==> config.mk <==
export PLATFORM = sky130hd
export DESIGN_NAME = font_stream_ctrl
export DESIGN_NICKNAME = d
export VERILOG_FILES = /design/src/rtl/font_stream_ctrl.sv
export SDC_FILE = /design/constraint.sdc
export NUM_CORES = 1
export LEC_CHECK = 0
export CORE_MARGIN = 2
export CORE_UTILIZATION = 51
export CTS_BUF_LIST = sky130_fd_sc_hd__clkbuf_16
export CTS_CLUSTER_SIZE = 14
export DETAILED_ROUTE_END_ITERATION = 8
export GPL_TIMING_DRIVEN = 0
export HOLD_SLACK_MARGIN = 0.08
export PLACE_DENSITY = 0.75
export SLEW_MARGIN = 20
export SYNTH_ARGS = -nofsm -noshare
export SYNTH_HDL_FRONTEND = slang
export SYNTH_SLANG_ARGS = --single-unit
==> constraint.sdc <==
create_clock -name clk -period 3.1 [get_ports clk]
set_clock_uncertainty 0.05 [all_clocks]
set_input_delay 0.31 -clock clk [delete_from_list [all_inputs] [get_ports clk]]
set_output_delay 0.31 -clock clk [all_outputs]
set_load 0.005 [all_outputs]
==> src/rtl/font_stream_ctrl.sv <==
// font_stream_ctrl: renders a buffered text line into a column-byte stream by
// walking the glyph ROM 8 columns per character, with valid/ready output.
module font_stream_ctrl #(
  parameter int MAX_CHARS = 16,
  parameter int IDX_W     = 4,
  parameter int ROM_AW    = 11
) (
  input  logic              clk,
  input  logic              rst,
  input  logic              wr_en,
  input  logic [IDX_W-1:0]  wr_addr,
  input  logic [6:0]        wr_char,
  input  logic              start,
  input  logic [IDX_W:0]    len,
  output logic              busy,
  output logic              done,
  output logic              rom_en,
  output logic [ROM_AW-1:0] rom_addr,
  input  logic [7:0]        rom_data,
  output logic [7:0]        out_data,
  output logic              out_valid,
  input  logic              out_ready,
  output logic              out_last
);

  typedef enum logic [1:0] {IDLE, FETCH, STREAM} state_t;

  state_t           state, state_nx;
  logic [6:0]       line_buf [MAX_CHARS];
  logic [IDX_W-1:0] idx, idx_nx, rd_idx;
  logic [2:0]       col, col_nx, rd_col;
  logic [IDX_W:0]   len_q, len_nx, len_clamp;
  logic             done_q, done_nx;
  logic             is_last;

  assign len_clamp = (len > (IDX_W+1)'(MAX_CHARS)) ? (IDX_W+1)'(MAX_CHARS) : len;
  assign is_last   = (state == STREAM) && ((IDX_W+1)'(idx) == len_q - (IDX_W+1)'(1))
                     && (col == 3'd7);

  assign busy      = (state != IDLE);
  assign out_valid = (state == STREAM);
  assign out_last  = is_last;
  assign out_data  = rom_data;
  assign done      = done_q;
  // Address follows the pointer the ROM read is issued for (next byte on a handshake)
  assign rom_addr  = ROM_AW'({line_buf[rd_idx], rd_col});

  // Line buffer: host writes only land while idle; contents survive reset
  always_ff @(posedge clk) begin
    if (wr_en && state == IDLE) line_buf[wr_addr] <= wr_char;
  end

  // State, pointers, latched length and done pulse
  always_ff @(posedge clk) begin
    if (rst) begin
      state  <= IDLE;
      idx    <= '0;
      col    <= '0;
      len_q  <= '0;
      done_q <= 1'b0;
    end else begin
      state  <= state_nx;
      idx    <= idx_nx;
      col    <= col_nx;
      len_q  <= len_nx;
      done_q <= done_nx;
    end
  end

  // Next-state, pointer advance and ROM read issue
  always_comb begin
    state_nx = state;
    idx_nx   = idx;
    col_nx   = col;
    len_nx   = len_q;
    done_nx  = 1'b0;
    rom_en   = 1'b0;
    rd_idx   = idx;
    rd_col   = col;
    case (state)
      IDLE: begin
        if (start) begin
          if (len_clamp == '0) begin
            done_nx = 1'b1;
          end else begin
            len_nx   = len_clamp;
            idx_nx   = '0;
            col_nx   = '0;
            rd_idx   = '0;
            rd_col   = '0;
            state_nx = FETCH;
          end
        end
      end
      FETCH: begin
        rom_en   = 1'b1;
        state_nx = STREAM;
      end
      STREAM: begin
        if (out_ready) begin
          if (is_last) begin
            state_nx = IDLE;
            done_nx  = 1'b1;
          end else begin
            col_nx = col + 3'd1;
            if (col == 3'd7) idx_nx = idx + 1'b1;
            // Prefetch the next byte so the stream keeps one byte per cycle
            rom_en = 1'b1;
            rd_idx = idx_nx;
            rd_col = col_nx;
          end
        end
      end
      default: state_nx = IDLE;
    endcase
  end

endmodule

======== Word-level counts from Yosys, hierarchy flattened ========
Memories as Yosys holds them, arrays and structs flattened.
Cells that the tools add are included.
storage, ports and cells
  register bits ........................... 15
  latch bits .............................. 0
  bits in writable memories ............... 112
  ROM bits ................................ 0
  input port bits ......................... 29
  output and inout bits ................... 24
  word-level logic and storage cells ...... 54
  memories kept ........................... 1
operators by class
  add/subtract/negate cells ............... 3
  multiply operators ...................... 0
  div/mod/pow operators ................... 0
  $lt $le $gt $ge ......................... 1
  equality and inequality tests ........... 8
  shift-type cells ........................ 0
  mux-type cells .......................... 27
  bitwise logic cells ..................... 1
  reductions and logical operators ........ 8
memories
  name      depth  bits a word  rd ports  clocked after Yosys merged registers in  wr ports  line  text
  line_buf  16     7            1         0                                        1         29    logic [6:0] line_buf [MAX_CHARS];
operators by type and width
  kind                 count
  $mux 4               5
  $mux 3               4
  $mux 1               8
  $mux 2               4
  $pmux 4 s2           1
  $pmux 2 s3           1
  $pmux 3 s2           1
  $eq 4x5->1           1
  $gt 5x5->1 const B   1
  $logic_not 5->1      1
  $mux 5               1
  $sub 5x1->5 const B  1
  $add 4x1->4 const B  1
  $ne 2x1->1 const B   2
  $ne 2x2->1 const B   2
  $pmux 1 s2           2
  $reduce_and 4->1     1
  $add 3x1->3 const B  1
  $eq 3x3->1 const B   1
  $logic_and 1x1->1    3
  $reduce_and 3->1     1
  $eq 2x1->1 const B   1
  $eq 2x2->1 const B   1
  $logic_not 2->1      1
  2 further kinds      2

======== Longest topological paths before layout ========
An unclocked memory read counts as a cell.
  depth in word-level cells ............... 8
  gate-level depth with buffers ........... 12
  depth with buffers taken out ............ 10

======== Least setup slack after synthesis ========
Ideal clock, no wire load.
  path kind ............................... register to output
  start point ............................. reg len_q[0]
  end point ............................... out rom_addr[4]
  arrival ................................. 2.618 ns
  required time ........................... 2.740 ns
  path slack .............................. 0.122 ns
  stages on the path, launching flop included .. 13
  buffers on the path ..................... 2
  cell sequence ........................... dfxtp_1 -> inv_1 -> ha_1 -> o21ba_2 -> a221oi_2 -> o211a_4 -> mux2i_2 -> or2_1 -> buf_4 -> buf_2 -> nor2_1 -> o221ai_1 -> and4_1
between the ends
  word-level cells in the longest chain between the ends .. 8
ends and longest elaborated chain
  element                 line  text
  from (decl)             32    logic [IDX_W:0] len_q, len_nx, len_clamp;
  from (signal assigned)  65    len_q <= len_nx;
  $sub 5x1->5             37    assign is_last = (state == STREAM) && ((IDX_W+1)'(idx) == len_q - (IDX_W+1)'(1))
  $eq 4x5->1              37
  $logic_and 1x1->1       37
  $logic_and 1x1->1       38    && (col == 3'd7);
  $mux 4 (2 in series)    -
  $pmux 4 s2              80    case (state)
  $mem_v2 16x7            -
  to (decl)               18    output logic [ROM_AW-1:0] rom_addr,
Every way passes these cells.

======== Worst setup path after layout ========
  start point ............................. reg len_q[1]
  end point ............................... out rom_addr[9]
The elaborated chain is that of the path after synthesis.

==> impl_results.md <==
* XOR/XNOR share of the synthesized area at less than 1%
* Mapped Cells at 412
* Final std cells w/o fill at 665
* Layout cells sized above 1 at 31.8%
* Worst IR Drop VDD at 0.442 mV
* Post-synthesis mux area share at 5.65%
* Critical path buffer and inverter count at 6
* Worst hold path endpoint: len_q[4]$_SDFFE_PP0P_
* # DRC at 0
* I/O pin total at 53
* Initial Util at 51.7%
* Max Slew Vio Count at 0
* Worst path slowest cell: dfxtp_2
* Post-synth net total at ~450
* Crit path DAT at about 3.3 ns
* Synth async-reset ratio at 0%
* Final worst slack at -0.555 ns
* Critical path type: reg2out
* Drt via density at 6.17
* Core area at between 10000 and 15000 sq um
* Area contributors post-synth: edfxtp_1 (61%), dfxtp_1 (5.4%), mux2i_1 (5.4%)
* Routed vias at 4102
* Reg-to-Reg End: idx[3]$_SDFF_PP0_
* Post-synth EDFFs at between 100 and 150
* Simple-Gate Fraction of Synth Area at 10.7%
* Minimum period implied by the final worst setup slack at 3.66 ns
* H-tree depth at 4
* Setup TNS at -3.52 ns
* First-pass GRT wire length at about 21 mm
* Starting DRT DRC Count at just under 600
* Ant diodes at 0
* Worst-case reg-to-reg path depth at 12
* Die X-Extent at 108 microns
* Crit start category: register
* Hold_ws at 0.471 ns
* Final hold vios at 0
* Root buffer cell: clkbuf_16
* Failing checks: negative setup slack
* Max Cap Viol at 0
* Pin count of the biggest net entering global routing at 17
* Full die area at approximately 12000 sq um
* Vias in the first global route at between 3000 and 4000
* Critical Path RT at 2.74 ns
* Area grow syn2layout at 37.1%
* Max stage delay on crit path at between 0.3 and 0.4 ns
* DR WL/cell at 23.2 microns
* CTS tree: built
* Post-synthesis sequential area ratio at between 60 and 70%
* Post-synth top area cell: edfxtp_1
* Critical-path cell list: inv_2, ha_4, o21ba_4, a221oi_4, o211ai_1, a41oi_2, a211oi_2, buf_4, buf_8, buf_8, buf_4, o221ai_2, and4_1, buf_2
* Deepest clock path buffer count at 2
* Post-Syn Area at 5560 sq um
* DRT Wirelength at 15.4 mm
* Complex-gate fraction of the synthesized area at 11.6%
* Cell variety after synth at 59
* RSZ-0062 raised after global routing: yes
* Post-layout util at 70.9%
* Worst setup EP type: output port
* Reg clk slew, reported paths at 0.05 ns
* Yosys top cell area share at 60.5%
* Fillers at just under 700
* Post-DP HPWL at 8.51 mm
* CP Max Fanout at 6
* RR Startpoint: len_q[1]$_SDFFE_PP0P_
* Hold Crit Class: reg2reg
* PortBufs at 43
* Syn. warnings at 0
* RD Place Congestion at ~0.85
* Main combinational cell family by area after synthesis: compound AO/OA/AOI/OAI gates
* Power Dens Cells at 515 nW/um^2
* CP delay by family, top: compound AO/OA/AOI/OAI gates
* CTS sink cnt at 127
* # nets final at 548
* Leak at 2.72 nW
* DIE HEIGHT at 108 microns
* Number of CTS-inserted buffers at 17
* Worst-margin pin slew at 1.08 ns
* Overflow after GRT at 0
* Synth Area in Adders at 1.58%
* R2r setup slk at 0.67 ns
* Tcrit/Tclk final at 118%
* Max_slew headroom at 27.5%
* Status: finished with violations
* # rows at 38
* Total GRT Usage at 25.2%
* Later-pin clock latency in the skew report at 0.41 ns
* First-pass DRT Iterations at 5
* Hold_sp: len_q[4]$_SDFFE_PP0P_
* Hold Path Depth at 2
* Highest clock rate at ~270 MHz
* Post-route ant nets at 0
* Placed Instances at 595
* Post-Place Worst Slack at -1.13 ns
* Syn Area/Cell at 13.5 sq um
* Register bit total from synthesis at 127
* Initial antenna violation count at 0
* Most used flip-flop cell after synthesis: edfxtp_1
* Setup violators final at 7
-- final cells by class --
type                    instances  area, sq um  area share (%)
plain buffers                  24          268            3.51
inverters                       8         33.8           0.443
repair buffers                 81          774            10.2
multi-input cells             253         2170            28.5
clock inverters                15          106            1.40
well taps                     140          175            2.30
clock buffers                  17          425            5.58
flip-flops and latches        127         3670            48.1
-- synth_stat cells, types with 2 or more instances --
library cell and n:
edfxtp_1 112, nor2_1 54, mux2i_1 30, o21ai_0 26
o221ai_1 24, nand2_1 22, dfxtp_1 15, buf_4 11
nor3_1 9, a21oi_1 8, buf_2 8, inv_1 8
ha_1 7, and4_1 6, o21ai_1 6, nor2b_1 4
xnor2_1 4, a31oi_1 3, buf_6 3, nand3_1 3
nor3b_1 3, or3_1 3, and2_1 2, clkbuf_1 2
nand2b_1 2, nand3b_1 2, o221a_1 2, xor2_1 2
-- power breakdown --
part	switching (mW)	internal, mW
combinational	0.128	0.104
sequential	0.0129	1.89
clock	0.714	1.08
-- flip-flops by register name (all words and copies together), names as in the netlist --
register / flops
col: 3
idx: 4
state: 2
done: 1
line_buf: 112
len_q: 5
-- cell usage in the layout (no fill, tap or decap), types with 4 or more instances in the layout --
| cell | instances |
|---|---|
| mux2i_1 | 20 |
| o221ai_4 | 6 |
| edfxtp_1 | 112 |
| nand2_1 | 19 |
| o221ai_2 | 10 |
| buf_12 | 5 |
| buf_6 | 8 |
| o21ai_1 | 19 |
| clkbuf_16 | 19 |
| buf_4 | 37 |
| and4_1 | 6 |
| a21oi_1 | 5 |
| mux2i_2 | 7 |
| nor2b_1 | 4 |
| o221ai_1 | 8 |
| o21ai_0 | 10 |
| inv_1 | 6 |
| clkinv_1 | 4 |
| mux2i_4 | 4 |
| clkinvlp_4 | 5 |
| buf_2 | 5 |
| nor3_1 | 5 |
| nor3_2 | 4 |
| clkdlybuf4s50_1 | 33 |
| buf_8 | 7 |
| nor2_1 | 51 |
| dfxtp_1 | 12 |
-- worst max-delay path by stage --
| stage | from | end | cells past startpoint |
|---|---|---|---|
| 2_1_floorplan | len_q[0]$_SDFFE_PP0P_ | rom_addr[4] | 12 |
| 3_3_place_gp | len[0] | rom_addr[9] | 12 |
| 3_5_place_dp | len[0] | rom_addr[9] | 12 |
| 4_1_cts | len_q[0]$_SDFFE_PP0P_ | rom_addr[8] | 14 |
| 5_1_grt | col[0]$_SDFF_PP0_ | rom_addr[8] | 12 |
| 6_report | len_q[1]$_SDFFE_PP0P_ | rom_addr[9] | 14 |
-- logic make-up (layout without fill, tap and decap cells) --
| kind of cell | after synthesis | count (layout) |
|---|---|---|
| XOR/XNOR | 6 | 6 |
| AND/OR/NAND/NOR | 119 | 120 |
| flip-flops | 127 | 127 |
| adder cells (fa/ha/maj) | 7 | 7 |
| AO/OA/AOI/OAI | 88 | 88 |
| multiplexers | 31 | 31 |
| buffers and inverters | 33 | 145 |
| other | 1 | 1 |
-- worst min-delay path: cells and delay by family (launching register included) --
kind / cells / cell delay, ns
DFF: 1 / 0.35
and+or+nand+nor: 1 / 0.07
AOI/OAI and AO/OA: 1 / 0.05
-- stage by stage --
step	total power, mW	cell area (sq um)
after global placement	2.11	6160
after CTS	3.90	7320
final	3.92	7620
after floorplan	2.01	5560
after detailed placement	2.12	6170
after global routing	4.02	7620
-- per-layer routing --
layer  up-vias  part of all wire (%)  track usage [%]
li1       1780                     -                -
met1      1999                    36             29.3
met2       274                    51             44.4
met5         -                     0                0
met3        49                   9.4             6.69
met4         0                   3.5             9.98
-- repair_timing --
| item | CTS | global route |
|---|---|---|
| hold endpoints to repair | 0 | 0 |
| endpoints found under the setup margin | 10 | 10 |
| buffers inserted | 20 | 15 |
| hold buffers | 0 | 0 |
| pin swaps | 30 | 22 |
| gates resized for setup | 127 | 40 |
| gates cloned | 1 | 3 |
Power figures use the tool's default switching activity.
